## src/rtl/hazard_ctrl.sv

```systemverilog
// -----------------------------------------------------------------------------
// hazard_ctrl
// Pipeline hazard controller for a 5-stage in-order core. It detects load-use
// hazards, squashes wrong-path instructions after a taken branch, freezes the
// pipe while a memory access is outstanding (with a timeout watchdog), and
// selects operand forwarding sources for the instruction in ID.
//
// Ports
//   clk, rst_n                        clock, synchronous active-low reset
//   id_ra_addr_i / id_rb_addr_i       source register addresses in ID
//   id_uses_ra_i / id_uses_rb_i       source actually read by ID instruction
//   ex_rd_addr_i                      destination of instruction in EX
//   ex_is_load_i / ex_writes_rd_i     EX instruction is a load / writes rd
//   ex_branch_taken_i                 EX resolved a taken branch or jump
//   mem_req_i / mem_ack_i             MEM access issued / completed
//   if_stall_o / id_stall_o           hold IF/ID registers
//   id_ex_valid_o                     0 loads a NOP bubble into ID/EX
//   if_id_flush_o                     replace IF/ID contents with NOP
//   ex_mem_hold_o                     freeze EX/MEM and earlier stages
//   fwd_a_sel_o / fwd_b_sel_o         0=regfile, 1=MEM result, 2=WB result
//   timeout_err_o                     sticky memory timeout flag
// -----------------------------------------------------------------------------
module hazard_ctrl #(
    parameter int REG_AW      = 5,
    parameter int BR_PENALTY  = 2,
    parameter int MEM_TIMEOUT = 255
) (
    input  logic              clk,
    input  logic              rst_n,
    input  logic [REG_AW-1:0] id_ra_addr_i,
    input  logic [REG_AW-1:0] id_rb_addr_i,
    input  logic              id_uses_ra_i,
    input  logic              id_uses_rb_i,
    input  logic [REG_AW-1:0] ex_rd_addr_i,
    input  logic              ex_is_load_i,
    input  logic              ex_writes_rd_i,
    input  logic              ex_branch_taken_i,
    input  logic              mem_req_i,
    input  logic              mem_ack_i,
    output logic              if_stall_o,
    output logic              id_stall_o,
    output logic              id_ex_valid_o,
    output logic              if_id_flush_o,
    output logic              ex_mem_hold_o,
    output logic [1:0]        fwd_a_sel_o,
    output logic [1:0]        fwd_b_sel_o,
    output logic              timeout_err_o
);

    typedef enum logic [1:0] {
        ST_RUN        = 2'd0,
        ST_LOAD_STALL = 2'd1,
        ST_BR_FLUSH   = 2'd2,
        ST_MEM_WAIT   = 2'd3
    } state_t;

    // Flush counter is loaded with the number of flush cycles still to come
    // after the cycle in which the branch resolves.
    localparam logic [2:0] BR_RELOAD = 3'(BR_PENALTY - 1);
    localparam logic [8:0] TMO_LIMIT = 9'(MEM_TIMEOUT);
    localparam logic [REG_AW-1:0] REG_X0 = {REG_AW{1'b0}};

    // True when a non-x0 destination matches a source address.
    function automatic logic addr_hit(input logic [REG_AW-1:0] rd,
                                      input logic [REG_AW-1:0] src);
        return (rd == src) && (rd != REG_X0);
    endfunction

    // Forwarding source for one operand; the younger MEM entry wins, and a
    // load still in MEM has no data yet so it is never forwarded from there.
    function automatic logic [1:0] fwd_pick(input logic [REG_AW-1:0] src,
                                            input logic [REG_AW-1:0] m_rd,
                                            input logic              m_wr,
                                            input logic              m_ld,
                                            input logic [REG_AW-1:0] w_rd,
                                            input logic              w_wr);
        logic [1:0] sel;
        if (m_wr && !m_ld && addr_hit(m_rd, src)) begin
            sel = 2'd1;
        end else if (w_wr && addr_hit(w_rd, src)) begin
            sel = 2'd2;
        end else begin
            sel = 2'd0;
        end
        return sel;
    endfunction

    state_t      state_q, state_d;
    state_t      saved_q, saved_d;
    logic [2:0]  flush_cnt_q, flush_cnt_d;
    logic [7:0]  tmo_cnt_q, tmo_cnt_d;
    logic        timeout_err_q, timeout_err_d;

    // Destination tracker: whether the instruction now in EX is real, and the
    // MEM / WB copies of {rd, writes_rd, is_load}.
    logic              ex_valid_q;
    logic [REG_AW-1:0] mem_rd_q;
    logic              mem_wr_q;
    logic              mem_ld_q;
    logic [REG_AW-1:0] wb_rd_q;
    logic              wb_wr_q;

    logic       mem_wait_s;
    logic       load_use_s;
    logic       branch_s;
    logic [8:0] tmo_inc_s;

    assign mem_wait_s = mem_req_i & ~mem_ack_i;
    assign branch_s   = ex_branch_taken_i;
    assign tmo_inc_s  = {1'b0, tmo_cnt_q} + 9'd1;
    assign load_use_s = ex_is_load_i && (ex_rd_addr_i != REG_X0) &&
                        ((id_uses_ra_i && (id_ra_addr_i == ex_rd_addr_i)) ||
                         (id_uses_rb_i && (id_rb_addr_i == ex_rd_addr_i)));

    // State register, counters and sticky timeout flag
    always_ff @(posedge clk) begin
        if (!rst_n) begin
            state_q       <= ST_RUN;
            saved_q       <= ST_RUN;
            flush_cnt_q   <= 3'd0;
            tmo_cnt_q     <= 8'd0;
            timeout_err_q <= 1'b0;
        end else begin
            state_q       <= state_d;
            saved_q       <= saved_d;
            flush_cnt_q   <= flush_cnt_d;
            tmo_cnt_q     <= tmo_cnt_d;
            timeout_err_q <= timeout_err_d;
        end
    end

    // Next-state logic; priority is mem wait, then branch, then load-use
    always_comb begin
        state_d       = state_q;
        saved_d       = saved_q;
        flush_cnt_d   = flush_cnt_q;
        tmo_cnt_d     = tmo_cnt_q;
        timeout_err_d = timeout_err_q;
        case (state_q)
            ST_RUN, ST_LOAD_STALL: begin
                if (mem_wait_s) begin
                    state_d   = ST_MEM_WAIT;
                    saved_d   = state_q;
                    tmo_cnt_d = 8'd0;
                end else if (branch_s) begin
                    flush_cnt_d = BR_RELOAD;
                    state_d     = (BR_PENALTY > 1) ? ST_BR_FLUSH : ST_RUN;
                end else if ((state_q == ST_RUN) && load_use_s) begin
                    state_d = ST_LOAD_STALL;
                end else begin
                    state_d = ST_RUN;
                end
            end
            ST_BR_FLUSH: begin
                if (mem_wait_s) begin
                    // Flush counter is left untouched, so it survives the wait.
                    state_d   = ST_MEM_WAIT;
                    saved_d   = ST_BR_FLUSH;
                    tmo_cnt_d = 8'd0;
                end else if (flush_cnt_q <= 3'd1) begin
                    flush_cnt_d = 3'd0;
                    state_d     = ST_RUN;
                end else begin
                    flush_cnt_d = flush_cnt_q - 3'd1;
                end
            end
            ST_MEM_WAIT: begin
                if (mem_ack_i) begin
                    state_d   = saved_q;
                    tmo_cnt_d = 8'd0;
                end else if (tmo_inc_s >= TMO_LIMIT) begin
                    timeout_err_d = 1'b1;
                    state_d       = saved_q;
                    tmo_cnt_d     = 8'd0;
                end else begin
                    tmo_cnt_d = tmo_inc_s[7:0];
                end
            end
            default: begin
                state_d = ST_RUN;
            end
        endcase
    end

    // Output decode from state and same-cycle events
    always_comb begin
        if_stall_o    = 1'b0;
        id_stall_o    = 1'b0;
        id_ex_valid_o = 1'b1;
        if_id_flush_o = 1'b0;
        ex_mem_hold_o = 1'b0;
        fwd_a_sel_o   = 2'd0;
        fwd_b_sel_o   = 2'd0;
        timeout_err_o = 1'b0;
        if (!rst_n) begin
            // Reset presents plain RUN behaviour regardless of stored state.
            ex_mem_hold_o = 1'b0;
        end else begin
            timeout_err_o = timeout_err_q;
            fwd_a_sel_o   = fwd_pick(id_ra_addr_i, mem_rd_q, mem_wr_q, mem_ld_q,
                                     wb_rd_q, wb_wr_q);
            fwd_b_sel_o   = fwd_pick(id_rb_addr_i, mem_rd_q, mem_wr_q, mem_ld_q,
                                     wb_rd_q, wb_wr_q);
            case (state_q)
                ST_RUN, ST_LOAD_STALL: begin
                    if (mem_wait_s) begin
                        if_stall_o    = 1'b1;
                        id_stall_o    = 1'b1;
                        ex_mem_hold_o = 1'b1;
                    end else if (branch_s) begin
                        if_id_flush_o = 1'b1;
                        id_ex_valid_o = 1'b0;
                    end else if ((state_q == ST_RUN) && load_use_s) begin
                        if_stall_o    = 1'b1;
                        id_stall_o    = 1'b1;
                        id_ex_valid_o = 1'b0;
                    end else begin
                        id_ex_valid_o = 1'b1;
                    end
                end
                ST_BR_FLUSH: begin
                    if (mem_wait_s) begin
                        if_stall_o    = 1'b1;
                        id_stall_o    = 1'b1;
                        ex_mem_hold_o = 1'b1;
                    end else begin
                        if_id_flush_o = 1'b1;
                        id_ex_valid_o = 1'b0;
                    end
                end
                ST_MEM_WAIT: begin
                    if (!mem_ack_i) begin
                        if_stall_o    = 1'b1;
                        id_stall_o    = 1'b1;
                        ex_mem_hold_o = 1'b1;
                    end else if (saved_q == ST_BR_FLUSH) begin
                        // The pipe moves on the ack cycle; keep squashing so no
                        // wrong-path fetch slips in before the flush resumes.
                        if_id_flush_o = 1'b1;
                        id_ex_valid_o = 1'b0;
                    end else begin
                        id_ex_valid_o = 1'b1;
                    end
                end
                default: begin
                    id_ex_valid_o = 1'b1;
                end
            endcase
        end
    end

    // Destination tracker shift; frozen together with EX/MEM
    always_ff @(posedge clk) begin
        if (!rst_n) begin
            ex_valid_q <= 1'b0;
            mem_rd_q   <= {REG_AW{1'b0}};
            mem_wr_q   <= 1'b0;
            mem_ld_q   <= 1'b0;
            wb_rd_q    <= {REG_AW{1'b0}};
            wb_wr_q    <= 1'b0;
        end else if (!ex_mem_hold_o) begin
            ex_valid_q <= id_ex_valid_o;
            mem_rd_q   <= ex_rd_addr_i;
            mem_wr_q   <= ex_writes_rd_i & ex_valid_q;
            mem_ld_q   <= ex_is_load_i & ex_valid_q;
            wb_rd_q    <= mem_rd_q;
            wb_wr_q    <= mem_wr_q;
        end
    end

endmodule

```

## config.mk

```make
export PLATFORM = sky130hd
export DESIGN_NAME = hazard_ctrl
export DESIGN_NICKNAME = d
export VERILOG_FILES = /design/src/rtl/hazard_ctrl.sv
export SDC_FILE = /design/constraint.sdc
export NUM_CORES = 1
export LEC_CHECK = 0
export CORE_MARGIN = 5
export CORE_UTILIZATION = 41
export DETAILED_ROUTE_END_ITERATION = 10
export GPL_TIMING_DRIVEN = 0
export SETUP_SLACK_MARGIN = 0.2
export SLEW_MARGIN = 15
export SYNTH_ARGS = -nofsm -noshare
export SYNTH_HDL_FRONTEND = slang
export SYNTH_SLANG_ARGS = --single-unit
export TNS_END_PERCENT = 5
```

## constraint.sdc

```tcl
create_clock -name clk -period 2.7 [get_ports clk]
set_input_delay 0.405 -clock clk [delete_from_list [all_inputs] [get_ports clk]]
set_output_delay 0.405 -clock clk [all_outputs]
set_load 0.02 [all_outputs]
```

==> results.tsv, run 1 <==
metric	value	unit
status	finished, final reports clean	
synth_fp_nets	277	
hold_path.class	reg -> reg	
drive_gt1_share	15.1	%
num_rows	25	
netlist_instances	250	
routed_wl	5150	um
grt_pass1_vias	1820	
r2r_cells	7	
grt_pass1_wl	8630	um
wl_met2	2290	um
ys_warn_count	0	
highest_layer	met4	
ys_seq_area_share	30.0	%
crit_buf_inv	1	
synth_cell_types	55	
clock_path_buffers	2	
pin_count	34	
grt_start_max_net_pins	11	
synth_top_area_cell	dfxtp_1	
dr.pass1.iters	4	
nNetsFinal	317	
synth_seq_cells	30	
dp_cells	349	
cts_made_buffers	5	
irDropWorstVdd	346	uV
rsz0062_at_grt	yes	
p_int	749	uW
leakage	0.000938	uW
clk_latency	290	ps
p_sw	301	uW
async_flop_share	0	%
synth_top_area_share	30.0	%
io_buffers	32	
wl_met3	189	um
path_cells	or4_1 > o21ai_2 > nor4_2 > and2_1 > clkdlybuf4s50_1	
switching_share	28.6	%
wirelength_met1	2610	um
drc_errors	0	
fmax	387	MHz
critical_path.slowest_cell	or4_1	
worst_setup_path_start_kind	register	
crit_cells	5	
drv_slew	0	
viasPerCell	5.31	
maxSlewHeadroom	60.3	%
cts_sinks	30	
rr_endpoint	tmo_cnt_q[7]	
startpoint	mem_rd_q[1]	
hold_buffers	0	
area_delta_synth_final	26.7	%
clkSlewWorstSetupHoldPaths	70	ps
cp_max_fo	5	
cts_tree	done	
placed_cell_area	2410	um2
synthFlopType	dfxtp_1	
cp-endpoint	fwd_b_sel_o[0]	
period_needed	2580	ps
syn_avg_cell_area	8.01	um2
r2r_slack	580	ps
synth_edf_count	0	
finalNonFillerCells	358	
fin_skew	6.18	ps
fp.dieArea	6380	um2
worst_slew_pin_slew	595	ps
setup_viol	0	
r2r-start	tmo_cnt_q[1]	
cp_top_family	simple AND/OR/NAND/NOR gates	
power	1050	uW
die_x	79.9	um
dp_hpwl	4030	um
grt.total_usage	17.1	%
power_density	414	nW/um2
place.gp.congestion	0.791	
combinationalPowerShare	18.0	%
core_area	4720	um2
drtAntennaViolNets	0	
cp_slowest_stage_delay	560	ps
min_path_cells	1	
vias	1902	
antenna_cells	0	
design_area	2540	um2
post_drt_wl_per_cell	14.4	um
synthTopCellsByArea	dfxtp_1, nand2_1, xnor2_1	
setup_tns	0	ps
fin_crit_sh	95.6	%
seqPwrFrac	45.8	%
grt_overflow	0	
p_clk_share	36.1	%
dr.first_iter.drc_count	96	
antenna_found_initial	0	
syn_area	2000	um2
finalHoldViolations	0	
cp.required	2300	ps
cts_root_buf	clkbuf_8	
start_util	42.4	%
cp-end-kind	output port	
h-tree-depth	2	
cp.arrival	2180	ps
cap_viol_max_count	0	
die_y	79.9	um
critPathKind	reg -> out	
==> metal layers <==
metal  track usage, %  vias up
met5                0        -
met4             5.07        0
met3             3.61        5
met2             26.7       32
met1             23.6      894
li1                 -      971
==> power groups by stage <==
stage | clock [uW] | sequential (uW) | combinational (uW)
2_1_floorplan | 0 | 484 | 114
3_3_place_gp | 0 | 490 | 191
3_5_place_dp | 0 | 490 | 192
4_1_cts | 393 | 481 | 188
5_1_grt | 408 | 484 | 209
6_report | 379 | 481 | 189
==> Yosys cell counts, types with 2 or more instances <==
cell       n
a21oi_1   22
nor4_1     4
nand3_1   12
xor2_1    14
o21bai_1   2
xnor2_1   16
nand2_1   38
ha_1       3
a22oi_1    2
and2_1     4
dfxtp_1   30
o211ai_1   3
nor2_1    16
o22ai_1    2
nand4_1    5
o21ai_0   10
or4_1      5
a211oi_1   2
o31ai_1    2
nor3_1     4
nand3b_1   3
buf_2      2
buf_6      3
or2_2      2
nor2b_1    3
buf_4      2
inv_1      6
nand2_2    2
clkbuf_1   5
==> logic make-up (layout without fill, tap and decap cells) <==
kind of cell	Yosys count	after routing	share of synthesized area [%]
and+or+nand+nor	109	109	28.8
DFF	30	30	30.0
AOI/OAI and AO/OA	59	59	20.1
muxes	1	1	1.12
xor gates and xnor gates	30	30	13.1
adders and majority gates	3	3	1.87
buffers and inverters	18	59	5.00
==> stage by stage <==
| stage | hold slack (ps) | worst slack [ps] | util [%] |
|---|---|---|---|
| floorplan | 432 | 400 | - |
| global placement | 441 | -501 | 51.0 |
| detailed placement | 445 | -486 | 51.0 |
| CTS | 461 | 17.1 | 53.3 |
| global route | 479 | 41.5 | 53.7 |
| finish | 456 | 119 | 53.7 |
==> cells in the final DEF, fill, tap and decap left out, types with 3 or more instances in the layout <==
cell type        Yosys  final
a21oi_1             22     21
and2_1               4      4
buf_4                2      4
buf_6                3      3
clkbuf_1             5      4
clkbuf_8             0      6
clkdlybuf4s50_1      0     10
dfxtp_1             30     30
dlygate4sd2_1        0     17
ha_1                 3      3
inv_1                6      6
nand2_1             38     37
nand2_2              2      3
nand3_1             12     12
nand3b_1             3      3
nand4_1              5      5
nor2_1              16     15
nor3_1               4      4
o211ai_1             3      3
o21ai_0             10      9
or4_1                5      5
xnor2_1             16     16
xor2_1              14     14
==> how the worst min path moves through the flow <==
| stage | from | endpoint |
|---|---|---|
| 2_1_floorplan | timeout_err_q | timeout_err_q |
| 3_3_place_gp | timeout_err_q | timeout_err_q |
| 3_5_place_dp | timeout_err_q | timeout_err_q |
| 4_1_cts | timeout_err_q | timeout_err_q |
| 5_1_grt | timeout_err_q | timeout_err_q |
| 6_report | timeout_err_q | timeout_err_q |
==> final cells by class <==
type	count	area [um2]
Clock inverter	2	12.5
Clock buffer	6	82.6
Inverter	6	22.5
Tap cell	67	83.8
Multi-Input combinational cell	202	1350
Fill cell	488	2190
Timing Repair Buffer	33	308
Sequential cell	30	601
Buffer	12	81.3
==> registers in the layout, summed over array words and instances (netlist names), 2 cells and up <==
name and count:
flush_cnt_q 3, mem_rd_q 5, saved_q 2, state_q 2, tmo_cnt_q 8, wb_rd_q 5
==> repair_timing <==
action,in CTS,in global routing
endpoints found under the setup margin,9,9
gates resized for setup,41,6
endpoints found under the hold margin,0,0
pin swaps,1,0
cloned,0,0
setup buffers,1,0
Note: power is estimated with default switching activity, not from simulation.
==> run 2: changes to the inputs <==
--- a/config.mk
+++ b/config.mk
@@ -5,10 +5,13 @@
 export SDC_FILE = /design/constraint.sdc
 export NUM_CORES = 1
 export LEC_CHECK = 0
+export CELL_PAD_IN_SITES_DETAIL_PLACEMENT = 1
+export CELL_PAD_IN_SITES_GLOBAL_PLACEMENT = 2
 export CORE_MARGIN = 5
-export CORE_UTILIZATION = 41
+export CORE_UTILIZATION = 33
 export DETAILED_ROUTE_END_ITERATION = 10
 export GPL_TIMING_DRIVEN = 0
+export PLACE_DENSITY_LB_ADDON = 0.1
 export SETUP_SLACK_MARGIN = 0.2
 export SLEW_MARGIN = 15
 export SYNTH_ARGS = -nofsm -noshare
==> results.tsv, run 2 (synthesis results as in run 1) <==
metric	value	unit
cap_viol_max_count	0	
core_area	5920	um2
fmax	383	MHz
dp_hpwl	4520	um
grt.total_usage	16.6	%
drtAntennaViolNets	0	
die_y	87.9	um
wirelength_met1	2910	um
wl_met3	234	um
r2r-start	tmo_cnt_q[1]	
cts_root_buf	clkbuf_8	
h-tree-depth	2	
worst_slew_pin_slew	636	ps
multi_input_area	1360	um2
finalWorstSetupSlack	88.7	ps
antenna_cells	0	
routed_wl	5930	um
grt_pass1_wl	9900	um
cp_max_fo	4	
status	finished, final reports clean	
area_delta_synth_final	27.1	%
viasPerCell	5.24	
regMostFlops	tmo_cnt_q	
dr.pass1.iters	4	
cp.required	2300	ps
nNetsFinal	316	
cts_sinks	30	
hold_buffers	0	
highest_layer	met4	
cp.arrival	2210	ps
r2r_slack	570	ps
place_ws	-636	ps
startpoint	ex_rd_addr_i[1]	
rsz0062_at_grt	yes	
r2r_cells	7	
maxSlewHeadroom	57.6	%
drive_gt1_share	15.3	%
finalHoldViolations	0	
vias	1902	
pin_count	34	
grt_overflow	0	
die_x	87.9	um
fin_crit_sh	96.7	%
largest_reg_flops	8	
critPathKind	in -> out	
top_regs	tmo_cnt_q: 8 flops, mem_rd_q: 5 flops, wb_rd_q: 5 flops	
num_rows	28	
setup_viol	0	
period_needed	2610	ps
rr_endpoint	tmo_cnt_q[5]	
mostFrequentLayoutCells	nand2_1, dfxtp_1, a21oi_1	
hold_path.class	reg -> reg	
irDropWorstVdd	182	uV
grt_pass1_vias	1966	
clock_path_buffers	2	
start_util	33.8	%
clk_latency	280	ps
holdWs	458	ps
worst_setup_path_start_kind	input pin	
clkSlewWorstSetupHoldPaths	60	ps
fin_skew	5.76	ps
power_density	409	nW/um2
final_common_cell	nand2_1	
wl_met2	2710	um
cts_tree	done	
io_buffers	32	
antenna_found_initial	0	
post_drt_wl_per_cell	16.3	um
dr.first_iter.drc_count	97	
seq_area	601	um2
cp-endpoint	if_stall_o	
grt_start_max_net_pins	11	
fill_cells	734	
setup_tns	0	ps
cts_made_buffers	5	
leakage	0.000976	uW
cp-end-kind	output port	
drc_errors	0	
fp.dieArea	7730	um2
drv_slew	0	
place.gp.congestion	0.823	
-- run 2: changes by cell type in the layout (fill, tap and decap cells not counted), sizes merged --
cell           delta
clkdlybuf4s50     -3
clkinv            -1
clkinvlp          -1
dlygate4sd1       -1
dlygate4sd2       -1
dlymetal6s2s      +4
-- run 2: layout make-up --
cell class              count  share of cell area, %
flip-flops and latches     30                   23.6
well taps                  75                   3.69
clock buffers               6                   3.24
inverters                   6                  0.885
repair buffers             32                   12.0
multi-input cells         202                   53.4
plain buffers              12                   3.19
-- run 2: repair_timing --
item,4_1_cts,5_1_grt
setup endpoints to repair,9,8
setup buffers,0,0
hold endpoints to repair,0,0
resized for setup,45,9
-- run 2: how the worst min path moves through the flow --
stage             startpoint       endpoint  cells after the start
3_3_place_gp   timeout_err_q  timeout_err_q                      1
4_1_cts        timeout_err_q  timeout_err_q                      1
5_1_grt        timeout_err_q  timeout_err_q                      1
2_1_floorplan  timeout_err_q  timeout_err_q                      1
6_report       timeout_err_q  timeout_err_q                      1
3_5_place_dp   timeout_err_q  timeout_err_q                      1
-- run 2: metal layers --
layer / vias to the layer above / track usage, %
met1: 897 / 22.7
met3: 8 / 3.48
met5: - / 0
met2: 33 / 26.4
met4: 0 / 4.60
li1: 964 / -
-- run 2: power breakdown --
part,internal (uW),switching [uW],total (uW)
Sequential,461,20.6,481
Combinational,86.0,110,196
Clock,196,167,364
-- run 2: worst max-delay path: stages --
cell and delay, ps:
dlygate4sd2_1 330, xnor2_2 210, nand4_1 150, o22ai_2 210
o2111a_2 250, nand2_1 90, a21oi_2 180, buf_4 130
clkdlybuf4s15_2 240
-- run 2: through the flow --
stage | std cells | utilization [%] | area (um2) | total power, uW
4_1_cts | 363 | 42.6 | 2520 | 1060
2_1_floorplan | 250 | - | 2000 | 598
3_5_place_dp | 357 | 40.8 | 2420 | 690
5_1_grt | 363 | 43.0 | 2550 | 1110
3_3_place_gp | 357 | 40.8 | 2420 | 687
6_report | 363 | 43.0 | 2550 | 1040
==> run 3: changes to the inputs <==
--- a/config.mk
+++ b/config.mk
@@ -7,7 +7,7 @@
 export LEC_CHECK = 0
 export CELL_PAD_IN_SITES_DETAIL_PLACEMENT = 1
 export CELL_PAD_IN_SITES_GLOBAL_PLACEMENT = 2
-export CORE_MARGIN = 5
+export CORE_MARGIN = 2
 export CORE_UTILIZATION = 33
 export DETAILED_ROUTE_END_ITERATION = 10
 export GPL_TIMING_DRIVEN = 0
==> results.tsv, run 3 (synthesis results as in run 1) <==
metric	value	unit
drtAntennaViolNets	0	
num_rows	28	
cpMostUsedCell	buf_4	
r2r_cells	7	
clkSlewWorstSetupHoldPaths	60	ps
dr.pass1.iters	4	
placed_cell_area	2420	um2
routed_wl	5920	um
cp.required	2300	ps
cp-end-kind	output port	
rsz0062_at_grt	yes	
mostFrequentLayoutCells	nand2_1, dfxtp_1, a21oi_1	
final_common_cell	nand2_1	
hp-start	mem_ld_q	
r2r_slack	540	ps
finalHoldViolations	0	
start_util	34.0	%
setup_viol	0	
cp_max_fo	4	
cts_tree	done	
fp.dieArea	6710	um2
leakage	0.000985	uW
cts_root_buf	clkbuf_8	
grt_pass1_wl	9640	um
cap_viol_max_count	0	
dp_hpwl	4530	um
min_to	mem_ld_q	
cp_slowest_stage_delay	550	ps
io_buffers	32	
hold_buffers	0	
irDropWorstVdd	192	uV
critPathKind	in -> out	
cp.arrival	2200	ps
finalWorstSetupSlack	98.2	ps
grt_overflow	0	
drv_slew	0	
r2r-start	tmo_cnt_q[1]	
hold_path.class	reg -> reg	
rr_endpoint	tmo_cnt_q[5]	
largest_reg_flops	8	
fmax	384	MHz
maxSlewHeadroom	57.1	%
critical_path.slowest_cell	or4_1	
top_regs	tmo_cnt_q: 8 flops, mem_rd_q: 5 flops, wb_rd_q: 5 flops	
path_cells	dlygate4sd2_1 > or4_1 > o2111a_1 > buf_4 > buf_4 > o31ai_4 > buf_4	
period_needed	2600	ps
design_area	2570	um2
status	finished, final reports clean	
power_density	400	nW/um2
cts_made_buffers	5	
vias	1964	
finalNonFillerCells	366	
dr.first_iter.drc_count	62	
grt_pass1_vias	1973	
area_delta_synth_final	28.4	%
viasPerCell	5.37	
min_path_cells	2	
clk_latency	290	ps
cts_sinks	30	
antenna_cells	0	
grt_start_max_net_pins	11	
worst_setup_path_start_kind	input pin	
dp_cells	357	
drive_gt1_share	15.1	%
pin_count	34	
place.gp.congestion	0.808	
antenna_found_initial	0	
h-tree-depth	2	
drc_errors	0	
worst_slew_pin_slew	643	ps
clock_path_buffers	2	
core_area	5890	um2
fin_crit_sh	96.4	%
grt.total_usage	19.1	%
die_y	81.9	um
die_x	81.9	um
power	1030	uW
fin_skew	4.78	ps
place_ws	-620	ps
nNetsFinal	318	
post_drt_wl_per_cell	16.2	um
regMostFlops	tmo_cnt_q	
==> run 3: changes by cell type in the layout (fill, tap and decap cells not counted), sizes merged <==
cell / before / now
dlymetal6s2s: 5 / 6
clkbuf: 11 / 12
dlygate4sd2: 16 / 15
buf: 9 / 10
clkdlybuf4s15: 2 / 3
==> run 3: routing by layer <==
metal | track usage, % | routed length (um) | vias to the layer above
li1 | - | - | 969
met1 | 26.1 | 2910 | 956
met2 | 30.4 | 2690 | 32
met3 | 3.08 | 233 | 7
met4 | 6.50 | 80 | 0
met5 | 0 | 0 | -
==> run 3: cell type report <==
type                    count  area [um2]
fillers                   716        3310
inverters                   6        22.5
flip-flops and latches     30         601
multi-input cells         202        1360
repair buffers             34         333
plain buffers              12        81.3
well taps                  75        93.8
clock buffers               7        76.3
==> run 3: report_power, final <==
group          internal, uW  switching, uW
registers               461           20.2
clock network           177            169
logic                  87.8            113
==> run 3: worst max path at each step <==
stage | start | end | slack [ps]
floorplan | rst_n | fwd_a_sel_o[1] | 400
global placement | ex_rd_addr_i[4] | if_stall_o | -580
detailed placement | ex_rd_addr_i[1] | if_stall_o | -620
CTS | id_rb_addr_i[2] | if_stall_o | -40
global route | ex_rd_addr_i[4] | if_stall_o | 10
finish | ex_rd_addr_i[1] | id_ex_valid_o | 100
==> run 3: repair_timing <==
| action | in CTS | in global routing |
|---|---|---|
| endpoints found under the setup margin | 9 | 9 |
| setup buffers | 1 | 1 |
| pin swaps | 2 | 6 |
| gates resized for setup | 41 | 13 |
==> run 3: critical path, delay by kind of cell <==
kind                   cells  cell delay, ps
buffers and inverters      4             750
AO/OA/AOI/OAI              2             480
AND/OR/NAND/NOR            1             550
==> run 3: through the flow <==
step | util, % | setup TNS (ps) | hold slack [ps]
floorplan | - | 0 | 432
global placement | 41.1 | -2350 | 438
detailed placement | 41.1 | -2420 | 449
CTS | 42.9 | -91.2 | 467
global route | 43.7 | 0 | 499
finish | 43.7 | 0 | 460
